--- config.mk ---
export PLATFORM = sky130hd
export DESIGN_NAME = paddle_game_ctrl
export DESIGN_NICKNAME = d
export VERILOG_FILES = /design/src/rtl/paddle_game_ctrl.sv
export SDC_FILE = /design/constraint.sdc
export NUM_CORES = 1
export LEC_CHECK = 0
export CORE_MARGIN = 1.5
export CORE_UTILIZATION = 59
export DETAILED_ROUTE_END_ITERATION = 12
export PLACE_DENSITY = 0.78
export SETUP_SLACK_MARGIN = 0.3
export SYNTH_ARGS = -nofsm -noshare
export SYNTH_HDL_FRONTEND = slang
export SYNTH_SLANG_ARGS = --single-unit
export TNS_END_PERCENT = 10
--- constraint.sdc ---
create_clock -name clk -period 2.3 [get_ports clk]
set_input_delay 0.345 -clock clk [delete_from_list [all_inputs] [get_ports clk]]
set_output_delay 0.345 -clock clk [all_outputs]
set_load 0.05 [all_outputs]
--- src/rtl/paddle_game_ctrl.sv ---
// Paddle game sequencer: key sync/debounce, IDLE/SERVE/PLAY/PAUSE/OVER FSM, move strobes and lives.
// Define PADDLE_PAUSE_EN to build the KEY[3] pause path and the PAUSE state.
module paddle_game_ctrl #(
   parameter int DEBOUNCE_CYCLES = 500000,
   parameter int START_LIVES     = 3
) (
   input  logic       clk,
   input  logic       rst,
   input  logic [3:0] KEY,
   input  logic       frame_tick,
   input  logic       ball_lost,
   output logic       move_left,
   output logic       move_right,
   output logic       paddle_recenter,
   output logic       ball_launch,
   output logic [2:0] state,
   output logic [3:0] lives,
   output logic       game_over
);

`ifdef PADDLE_PAUSE_EN
   localparam int NK = 4;
`else
   localparam int NK = 3;
   logic unused_key3;
   assign unused_key3 = KEY[3];
`endif

   localparam int            CW      = $clog2(DEBOUNCE_CYCLES) + 1;
   localparam logic [CW-1:0] CNT_MAX = CW'(DEBOUNCE_CYCLES - 1);

   typedef enum logic [2:0] {
      S_IDLE  = 3'd0,
      S_SERVE = 3'd1,
      S_PLAY  = 3'd2,
      S_PAUSE = 3'd3,
      S_OVER  = 3'd4
   } state_t;

   logic [NK-1:0]         sync1_q, sync2_q, deb_q;
   logic [NK-1:0][CW-1:0] cnt_q;

   state_t     state_q, state_d;
   logic [3:0] lives_q, lives_d;
   logic       recenter_q, recenter_d;
   logic       launch_q, launch_d;
   logic       mleft_q, mright_q;
   logic       press2, in_move;

   always_ff @(posedge clk) begin
      if (!rst) begin
         sync1_q <= '1;
         sync2_q <= '1;
         deb_q   <= '1;
         cnt_q   <= '0;
      end else begin
         sync1_q <= KEY[NK-1:0];
         sync2_q <= sync1_q;
         for (int k = 0; k < NK; k++) begin
            if (sync2_q[k] == deb_q[k]) begin
               cnt_q[k] <= '0;
            end else if (cnt_q[k] == CNT_MAX) begin
               deb_q[k] <= sync2_q[k];
               cnt_q[k] <= '0;
            end else begin
               cnt_q[k] <= cnt_q[k] + 1'b1;
            end
         end
      end
   end

   // Press fires in the cycle the debounced level is about to fall, so the FSM acts on the same edge.
   assign press2 = deb_q[2] & ~sync2_q[2] & (cnt_q[2] == CNT_MAX);
`ifdef PADDLE_PAUSE_EN
   logic press3;
   assign press3 = deb_q[3] & ~sync2_q[3] & (cnt_q[3] == CNT_MAX);
`endif

   always_comb begin
      state_d    = state_q;
      lives_d    = lives_q;
      recenter_d = 1'b0;
      launch_d   = 1'b0;
      case (state_q)
         S_IDLE: if (press2) begin
            state_d    = S_SERVE;
            recenter_d = 1'b1;
         end
         S_SERVE: if (press2) begin
            state_d  = S_PLAY;
            launch_d = 1'b1;
         end
         S_PLAY: begin
            if (ball_lost) begin
               if (lives_q > 4'd1) begin
                  lives_d    = lives_q - 4'd1;
                  state_d    = S_SERVE;
                  recenter_d = 1'b1;
               end else begin
                  lives_d = 4'd0;
                  state_d = S_OVER;
               end
            end
`ifdef PADDLE_PAUSE_EN
            else if (press3) state_d = S_PAUSE;
`endif
         end
`ifdef PADDLE_PAUSE_EN
         S_PAUSE: if (press3) state_d = S_PLAY;
`endif
         S_OVER: if (press2) begin
            state_d = S_IDLE;
            lives_d = 4'(START_LIVES);
         end
         default: state_d = S_IDLE;
      endcase
   end

   assign in_move = (state_q == S_SERVE) || (state_q == S_PLAY);

   always_ff @(posedge clk) begin
      if (!rst) begin
         state_q    <= S_IDLE;
         lives_q    <= 4'(START_LIVES);
         recenter_q <= 1'b0;
         launch_q   <= 1'b0;
         mleft_q    <= 1'b0;
         mright_q   <= 1'b0;
      end else begin
         state_q    <= state_d;
         lives_q    <= lives_d;
         recenter_q <= recenter_d;
         launch_q   <= launch_d;
         mleft_q    <= frame_tick & in_move & ~deb_q[0];
         mright_q   <= frame_tick & in_move & deb_q[0] & ~deb_q[1];
      end
   end

   assign move_left       = mleft_q;
   assign move_right      = mright_q;
   assign paddle_recenter = recenter_q;
   assign ball_launch     = launch_q;
   assign state           = state_q;
   assign lives           = lives_q;
   assign game_over       = (state_q == S_OVER);

endmodule

==> flow_summary_export.csv <==
group,metric,value,unit
synthesis,yosysWarnings,0,
clock_tree,clk_pin_slew,0.09,ns
placed_design,gp_congestion,0.817,
layout,diodes,0,
clock_tree,postCtsHoldBufs,0,
power_and_ir_drop,p_leak,1.42,nW
critical_path,critical_path_class,"register to primary output",
grt,grt_pass1_vias,2733,
critical_path,worst-r2r-cell-count,4,
layout,stdcell_count,511,
floorplan,die_h,82.2,µm
clock_tree,cts_tree,"yes",
critical_path,path_max_fanout,7,
placed_design,hpwl,4830,µm
clock_tree,clock-root-buffer,"clkbuf_8",
floorplan,start_util,61.8,%
layout,syn2layout_area_growth,11.8,%
synthesis,synth_top_area_share,43.2,%
critical_path,crit_cells,1,
floorplan,core_area,5990,µm²
synthesis,ys_seq_area_share,43.2,%
critical_path,crit_chain,"clkdlybuf4s50_1",
synthesis,synthFlopType,"dfxtp_1",
critical_path,setup.worst_path.start_class,"register",
clock_tree,cts-htree-levels,3,
critical_path,reg2reg_setup_slack,0.40,ns
clock_tree,clk_path_buf_depth,2,
synthesis,synth_top_cell_by_area,"dfxtp_1",
placed_design,dpl.cell_count,495,
timing,tns,0,ns
synthesis,syn_area_per_cell,8.82,µm²
layout,nFillCells,510,
layout,fin_nets,445,
layout,layout-drive-gt1-share,7.80,%
synthesis,synthesis.area,3700,µm²
floorplan,num_rows,28,
clock_tree,numCtsBuffers,9,
timing,relSlewSlack,61.7,%
timing,min_period,2.07,ns
grt,grt_max_degree,21,
critical_path,r2r-end,"cnt_q[26]$_SDFF_PP0_",
routing,drtPass1Iterations,4,
critical_path,path_buf_inv,1,
timing,skew,0.00967,ns
clock_tree,clock-sinks,80,
placed_design,io_buffer_count,18,
timing,worstMarginPinSlew,0.574,ns
critical_path,required,1.96,ns
routing,drt-wirelength-per-cell,14.0,µm
timing,finalMaxSlewViolations,0,
worst_hold_path,hold_class,"register to register",
timing,finalHoldViolCount,0,
timing,period_share,89.9,%
synthesis,syn_inst,420,
run_status,status,"finished, final reports clean",
routing,avgViaCountPerCell,5.95,
timing,finalSetupViolCount,0,
grt,overflow,0,
grt,grt_pass1_wl,11900,µm
placed_design,place_area,3910,µm²
critical_path,end_kind,"primary output",
layout,final_cell_mix,"dfxtp_1, nor2_1, xor2_1",
synthesis,async_flop_share,0,%
layout,final_common_cell,"dfxtp_1",
critical_path,critPathLaunch,"lives[0]$_SDFFE_PN1P_",
clock_tree,clock_latency,0.36,ns
synthesis,synth_seq_cells,80,
floorplan,ioPinCount,20,
critical_path,crit_slowest_cell,"clkdlybuf4s50_1",
synthesis,synth.area.top_cells,"dfxtp_1, xor2_1, nor2_1",
floorplan,die_width,82.2,µm
clock_tree,post_cts_buffers,0,
routing,ant_nets,0,
routing,wirelength,7140,µm
critical_path,setup.worst_path.end,"lives[0]",
critical_path,r2r-start,"cnt_q[35]$_SDFF_PP0_",
grt,antenna_found_initial,0,
critical_path,crit_family,"buffers and inverters",
grt,track_usage,22.8,%
routing,drc,0,
timing,clock.fmax,484,MHz
critical_path,cp.arrival,1.72,ns
routing,drtIter0Drc,131,
power_and_ir_drop,p_per_area,634,nW/µm²
power_and_ir_drop,ir_worst_vdd,0.508,mV
run,cap_violations,0,
synthesis,synth_edf_count,0,
critical_path,max_stage_delay,0.87,ns
layout,design_area,4140,µm²
synthesis,synth_cell_types,50,
floorplan,dieArea,6760,µm²
timing,rsz0062_at_grt,"true",
power_and_ir_drop,p_total,0.00262,W
routing,num_vias,3040,
synthesis,syn-num-nets,434,
per-stage QoR:
step / setup slack (ns) / util [%] / hold WS (ns)
2_1_floorplan: 0.479 / - / 0.386
3_3_place_gp: 0.388 / 65.2 / 0.391
3_5_place_dp: 0.343 / 65.2 / 0.395
4_1_cts: 0.207 / 69.0 / 0.416
5_1_grt: 0.194 / 69.1 / 0.425
6_report: 0.233 / 69.1 / 0.414
sequential cells by signal, summed over array words and instances, names as in the netlist:
signal / cells
ball_launch: 1
sync1_q: 3
deb_q: 3
paddle_recenter: 1
move_right: 1
sync2_q: 3
state: 3
lives: 4
move_left: 1
cnt_q: 60
worst min-delay path by stage:
stage	cells past startpoint	slack (ns)	start	endpoint
global route	1	0.42	sync1_q[0]$_SDFF_PN1_	sync2_q[0]$_SDFF_PN1_
detailed placement	1	0.40	sync1_q[2]$_SDFF_PN1_	sync2_q[2]$_SDFF_PN1_
floorplan	1	0.39	sync1_q[0]$_SDFF_PN1_	sync2_q[0]$_SDFF_PN1_
global placement	1	0.39	sync1_q[0]$_SDFF_PN1_	sync2_q[0]$_SDFF_PN1_
CTS	1	0.42	sync1_q[2]$_SDFF_PN1_	sync2_q[2]$_SDFF_PN1_
finish	1	0.41	sync1_q[0]$_SDFF_PN1_	sync2_q[0]$_SDFF_PN1_
synthesized netlist by cell type, types with 2 or more instances:
library cell and number:
a21o_1 2, ha_1 6, dfxtp_1 80, or4_1 12
buf_4 2, nor3_1 5, inv_1 12, or3_1 9
a31oi_1 2, mux2_2 2, nand4_2 3, xnor2_1 10
and4bb_2 2, nand2_1 23, nand4_1 20, nand2b_1 7
and2_1 5, nor2_1 54, nor4b_1 6, o31ai_1 10
a21oi_1 19, and4_1 9, a211o_1 2, o31a_1 4
nand3_1 22, nor4_1 6, o22ai_1 2, buf_2 8
nor3b_1 3, xor2_1 28, clkbuf_1 11, and3_1 8
o21ai_0 9
power by group:
group / leakage, nW / switching [W] / internal [W] / total, W
Sequential: 0.646 / 0.00000514 / 0.00139 / 0.00140
Clock: 0.113 / 0.000529 / 0.000646 / 0.00118
Combinational: 0.665 / 0.0000306 / 0.0000226 / 0.0000532
timing repair:
action                     in CTS  in global routing
pin swaps                       0                  0
resized for setup               2                  5
setup endpoints to repair       6                 37
hold endpoints to repair        0                  0
routing by layer:
| metal | share of wire (%) | GRT usage [%] | routed length [µm] |
|---|---|---|---|
| met5 | 0 | 0 | 0 |
| met3 | 4.1 | 7.25 | 294 |
| met1 | 47 | 28.3 | 3360 |
| met4 | 1.0 | 7.80 | 72 |
| met2 | 48 | 37.2 | 3410 |
cell families after synthesis:
group	count (synthesis)	synth area share, %
buf+inv	35	4.05
mux	3	0.878
simple gates	201	30.7
flops	80	43.2
xor+xnor	38	8.98
compound gates	57	10.2
fa+ha+maj	6	2.03
layout make-up:
class                      count  area [µm²]  share of cell area [%]
multi-input combinational    305        1960                    47.3
sequential                    80        1600                    38.7
inverter                      13        48.8                    1.18
clock inverter                 6        90.1                    2.18
clock buffer                  10         138                    3.32
tap                           75        93.8                    2.27
timing repair buffer          22         210                    5.08
(Power assumes the default switching activity.)
